===== src/rtl/prog_loader_pkg.sv =====
// Shared types for the program loader: FSM state encoding and the host halfword width.
package prog_loader_pkg;

  localparam int unsigned HW = 16;

  typedef enum logic [2:0] {
    S_IDLE,
    S_LEN,
    S_HI,
    S_LO,
    S_WRITE,
    S_CSUM,
    S_DONE,
    S_ERR
  } state_t;

endpackage


===== src/rtl/prog_loader.sv =====
// Loads a halfword-streamed program into instruction memory while holding the core in reset.
// Define PROG_LOADER_CSUM_EN to require a trailing XOR checksum halfword before DONE.
module prog_loader
  import prog_loader_pkg::*;
#(
  parameter int unsigned DEPTH = 64,
  parameter int unsigned AW    = 6
) (
  input  logic          clk,
  input  logic          rst,
  input  logic          start,
  input  logic [HW-1:0] data_in,
  input  logic          data_valid,
  output logic          data_ready,
  output logic          mem_we,
  output logic [AW-1:0] mem_addr,
  output logic [31:0]   mem_wdata,
  output logic          core_rst,
  output logic          busy,
  output logic          done,
  output logic          err
);

  // One extra bit so the word counter can hold N == DEPTH == 2**AW.
  localparam int unsigned CW = AW + 1;

  state_t        state;
  logic [CW-1:0] cnt;
  logic [CW-1:0] n_words;
  logic [HW-1:0] hi_q;
`ifdef PROG_LOADER_CSUM_EN
  logic [HW-1:0] csum;
`endif

  logic          xfer_c;
  logic          len_bad_c;
  logic [CW-1:0] cnt_inc_c;

  assign xfer_c    = data_valid && data_ready;
  assign len_bad_c = (data_in == '0) || (32'(data_in) > DEPTH);
  assign cnt_inc_c = cnt + CW'(1);

  // Loader FSM; every output is registered alongside the state it belongs to.
  always_ff @(posedge clk or posedge rst) begin
    if (rst) begin
      state      <= S_IDLE;
      cnt        <= '0;
      n_words    <= '0;
      hi_q       <= '0;
      data_ready <= 1'b0;
      mem_we     <= 1'b0;
      mem_addr   <= '0;
      mem_wdata  <= '0;
      core_rst   <= 1'b1;
      busy       <= 1'b0;
      done       <= 1'b0;
      err        <= 1'b0;
`ifdef PROG_LOADER_CSUM_EN
      csum       <= '0;
`endif
    end else begin
      mem_we <= 1'b0;
      case (state)
        S_IDLE, S_DONE, S_ERR: begin
          if (start) begin
            state      <= S_LEN;
            cnt        <= '0;
            data_ready <= 1'b1;
            busy       <= 1'b1;
            done       <= 1'b0;
            err        <= 1'b0;
            core_rst   <= 1'b1;
          end
        end
        S_LEN: begin
          if (xfer_c) begin
`ifdef PROG_LOADER_CSUM_EN
            csum <= data_in;
`endif
            if (len_bad_c) begin
              state      <= S_ERR;
              data_ready <= 1'b0;
              busy       <= 1'b0;
              err        <= 1'b1;
            end else begin
              state   <= S_HI;
              n_words <= CW'(data_in);
            end
          end
        end
        S_HI: begin
          if (xfer_c) begin
            state <= S_LO;
            hi_q  <= data_in;
`ifdef PROG_LOADER_CSUM_EN
            csum  <= csum ^ data_in;
`endif
          end
        end
        S_LO: begin
          if (xfer_c) begin
            state      <= S_WRITE;
            data_ready <= 1'b0;
            mem_we     <= 1'b1;
            mem_addr   <= cnt[AW-1:0];
            mem_wdata  <= {hi_q, data_in};
`ifdef PROG_LOADER_CSUM_EN
            csum       <= csum ^ data_in;
`endif
          end
        end
        S_WRITE: begin
          cnt <= cnt_inc_c;
          if (cnt_inc_c == n_words) begin
`ifdef PROG_LOADER_CSUM_EN
            state      <= S_CSUM;
            data_ready <= 1'b1;
`else
            state      <= S_DONE;
            busy       <= 1'b0;
            done       <= 1'b1;
            core_rst   <= 1'b0;
`endif
          end else begin
            state      <= S_HI;
            data_ready <= 1'b1;
          end
        end
`ifdef PROG_LOADER_CSUM_EN
        S_CSUM: begin
          if (xfer_c) begin
            data_ready <= 1'b0;
            busy       <= 1'b0;
            if (data_in == csum) begin
              state    <= S_DONE;
              done     <= 1'b1;
              core_rst <= 1'b0;
            end else begin
              state <= S_ERR;
              err   <= 1'b1;
            end
          end
        end
`endif
        default: begin
          state      <= S_IDLE;
          data_ready <= 1'b0;
          busy       <= 1'b0;
        end
      endcase
    end
  end

endmodule

===== config.mk =====
export PLATFORM = sky130hd
export DESIGN_NAME = prog_loader
export DESIGN_NICKNAME = d
export VERILOG_FILES = /design/src/rtl/prog_loader_pkg.sv /design/src/rtl/prog_loader.sv
export SDC_FILE = /design/constraint.sdc
export NUM_CORES = 1
export LEC_CHECK = 0
export BUFFER_PORTS_ARGS = -buffer_cell sky130_fd_sc_hd__buf_2
export CORE_AREA = 2 2 91 93
export DETAILED_ROUTE_END_ITERATION = 10
export DIE_AREA = 0 0 93 95
export GPL_TIMING_DRIVEN = 0
export PLACE_DENSITY = 0.73
export SYNTH_ARGS = -nofsm -noshare
export SYNTH_HDL_FRONTEND = slang
export SYNTH_SLANG_ARGS = --single-unit
export TNS_END_PERCENT = 5

===== constraint.sdc =====
create_clock -name clk -period 4.4 [get_ports clk]
set_input_delay 0.44 -clock clk [delete_from_list [all_inputs] [get_ports clk]]
set_output_delay 0.44 -clock clk [all_outputs]
set_load 0.1 [all_outputs]

==> results.md <==
* Placeable core area at slightly below 8000 um^2
* Kind of path behind the tightest hold check: input pin to flip-flop
* Critical path cell sequence: ha_1, clkbuf_2, nand3_1, or2_2, xnor2_1, nor4_2, a211oi_1
* Count of buffers inserted at the top-level ports at 62
* Overall die height at 95 um
* End-of-flow core utilization at 0.5166
* Final Max Slew Viols at 0
* Count of inserted antenna diode cells at 0
* Global routing usage summed across all routing layers at 0.1700
* Worst-path clk slew at 0.07 ns
* Element type at the critical path end: flip-flop
* Worst Tran Pin Value at around 0.80 ns
* Clock Path Buffers at 2
* VDD IR-drop max at approximately 0.25 mV
* Row count at 33
* Die footprint at just under 9000 um^2
* Total instance count after detailed placement at 437
* Number of H-tree branching levels at 3
* Effective utilization at floorplan at 0.4318
* Cell taking the most area after synthesis: sky130_fd_sc_hd__dfrtp_1
* Number of standard cells in the layout, taps in and fillers out at around 450
* Sequential fraction of the synthesis area at 0.5632
* RePlAce Congestion at 0.8750
* DR pass1 iterations at 4
* Number of violations of the max-capacitance limit at 0
* Power density normalized to cell area at between 300 and 400 nW/um^2
* Post-route ant nets at 0
* Final worst path period need at 2.432 ns
* Worst hold path startpoint: data_in[13]
* Total negative slack for setup checks at 0 ns
* Family with the most delay on the worst path: simple AND/OR/NAND/NOR gates
* Proportion of layout cells with a drive suffix above 1 at 0.4569
* Slowest CP cell: sky130_fd_sc_hd__nor4_2
* Vias per cell at 5.225
* Pin count of the biggest net entering global routing at 76
* Worst R2R Start: cnt[0]$_DFFE_PP0P_
* Total power at ~1.3 mW
* Result of the run: finished clean
* Main flop type after synthesis: sky130_fd_sc_hd__dfrtp_1
* Top cell type's share of synthesized area at 0.5556
* Peak fanout along the critical path at 7
* Cell area reported after detailed placement at roughly 3900 um^2
* Count of vias placed by the detailed router at around 2400
* Arrival time of the worst setup path at between 2 and 3 ns
* Distinct cells, synth at 44
* Via count of the first global-routing pass at 2394
* Post-detail-place hpwl at between 5000 and 6000 um
* Number of nets in the finished design at approximately 370
* CP Buf/Inv Count at 1
* Highest Clock Rate at 0.4112 GHz
* Cell area after synthesis at about 3400 um^2
* Final hold violations at 0
* Cell area after layout at 4095 um^2
* Category of the critical setup timing path: flip-flop to flip-flop
* Post-detailed-route DRC marker count at 0
* Post-CTS setup buffers at 0
* Worst setup margin at slightly below 2 ns
* Detailed Route WL at roughly 7000 um
* Total global routing overflow at 0
* Detailed-route wire length per cell at roughly 15 um
* Worst setup path startpoint: cnt[0]$_DFFE_PP0P_
* Fraction of synthesis flops using an asynchronous set or reset pin at 1.000
* Clock tree from TritonCTS: yes
* Layout area overhead at 19.63%
* Number of buffers added by the clock tree synthesis step at 9
* First-pass GRT wire length at 11620 um
* Initial antenna violation count at 0
* Clock tree skew after final layout at a little under 0.007 ns
* Top post-synthesis cells by area: sky130_fd_sc_hd__dfrtp_1 (56%), sky130_fd_sc_hd__mux2_2 (20%), sky130_fd_sc_hd__nand2_1 (1.5%)
* Critical path launch point type: flip-flop
* Leak Pwr at between 2 and 2.5 nW
* Worst slack, placed at between 2 and 2.5 ns
* Mapped Avg Cell Area at 12.73 um^2
* Final clock period utilization by the worst path at 0.5527
* Hold Worst Slack at 0.3658 ns
* Number of enable-type register cells in the synthesized netlist at 0
* Cells after Synth at between 200 and 300
* Net count after synthesis at 290
* Drt initial violations at 90
* Horizontal die dimension at a little over 90 um
* Number of flip-flops and latches in the synthesized netlist at 77
* Final setup violation count at 0
* Stage delay of the slowest cell on the critical path at 0.65 ns
* Worst skew pair latency at about 0.34 ns
* Number of I/O pins at 64
* TritonCTS Sinks at between 70 and 80
* Most used standard cells in the synthesized netlist: sky130_fd_sc_hd__dfrtp_1 (76), sky130_fd_sc_hd__mux2_2 (62), sky130_fd_sc_hd__nand2_1 (14)
* Syn. warnings at 0
* Max_slew headroom at 0.4600
* Required @ worst endpoint at about 4.6 ns
* Most numerous cell in the Yosys netlist: sky130_fd_sc_hd__dfrtp_1
* Clock root buffer master: sky130_fd_sc_hd__clkbuf_8
* Unrepaired setup endpoints after global routing: false
logic make-up (layout without fill, tap and decap cells):
family,count (synthesis),in the layout,share of synthesized area
muxes,63,63,0.2069
DFF,77,77,0.5632
buffers and inverters,21,100,0.02741
xor gates and xnor gates,10,10,0.02558
adders and majority gates,1,1,0.003654
and+or+nand+nor,55,55,0.08845
AOI/OAI and AO/OA,42,42,0.08480
state kept, by name, indices dropped and copies added (netlist names):
name,count
hi_q,16
n_words,7
mem_we,1
mem_wdata,32
core_rst,1
state,3
mem_addr,6
err,1
data_ready,1
cnt,7
done,1
busy,1
metal layers:
metal | vias up | global-route usage | wire length, um
met5 | - | 0 | 0
met4 | 0 | 0.06985 | 133
met3 | 11 | 0.04629 | 353
met2 | 67 | 0.2796 | 3406
met1 | 1178 | 0.2136 | 3066
li1 | 1111 | - | -
where the power goes:
group | leakage, nW | total (mW) | switching (mW) | internal (mW)
clock | 0.0992 | 0.514 | 0.240 | 0.274
sequential | 1.03 | 0.707 | 0 | 0.707
combinational | 1.05 | 0.0357 | 0.0242 | 0.0115
total | 2.18 | 1.26 | 0.265 | 0.992
final timing paths:
| kind | endpoint | slack [ns] | cells past startpoint |
|---|---|---|---|
| setup reg to reg | data_ready$_DFFE_PP0P_ | 1.97 | 7 |
| hold / removal | mem_wdata[13]$_DFFE_PP0P_ | 0.37 | 2 |
| max in group asynchronous | core_rst$_DFFE_PP1P_ | 3.32 | 4 |
| setup / recovery | data_ready$_DFFE_PP0P_ | 1.97 | 7 |
| hold reg to reg | err$_DFFE_PP0P_ | 0.50 | 2 |
| min in group asynchronous | mem_wdata[14]$_DFFE_PP0P_ | 0.51 | 3 |
layout by cell type, fill, tap and decap left out, types with 6 or more instances in the layout:
master,instances
sky130_fd_sc_hd__clkbuf_1,6
sky130_fd_sc_hd__mux2_2,62
sky130_fd_sc_hd__nand3_1,6
sky130_fd_sc_hd__o21ai_0,9
sky130_fd_sc_hd__dfrtp_1,76
sky130_fd_sc_hd__nand2_1,14
sky130_fd_sc_hd__clkbuf_8,10
sky130_fd_sc_hd__buf_2,70
sky130_fd_sc_hd__nor2_1,9
sky130_fd_sc_hd__nor3_1,6
sky130_fd_sc_hd__a21oi_1,10
final cells by class:
class / instances / area (um^2)
clock buffer: 11 / 141.4
fill: 726 / 3832
timing repair buffer: 64 / 347.8
multi-input combinational: 171 / 1401
sequential: 77 / 1928
clock inverter: 4 / 48.80
buffer: 16 / 75.07
inverter: 5 / 21.27
tap: 105 / 131.4
repair_timing:
action / 4_1_cts / 5_1_grt
gates resized for setup: 0 / 0
hold buffers: 1 / 0
endpoints found under the hold margin: 2 / 0
No activity file was read; power rests on OpenSTA's default activity.
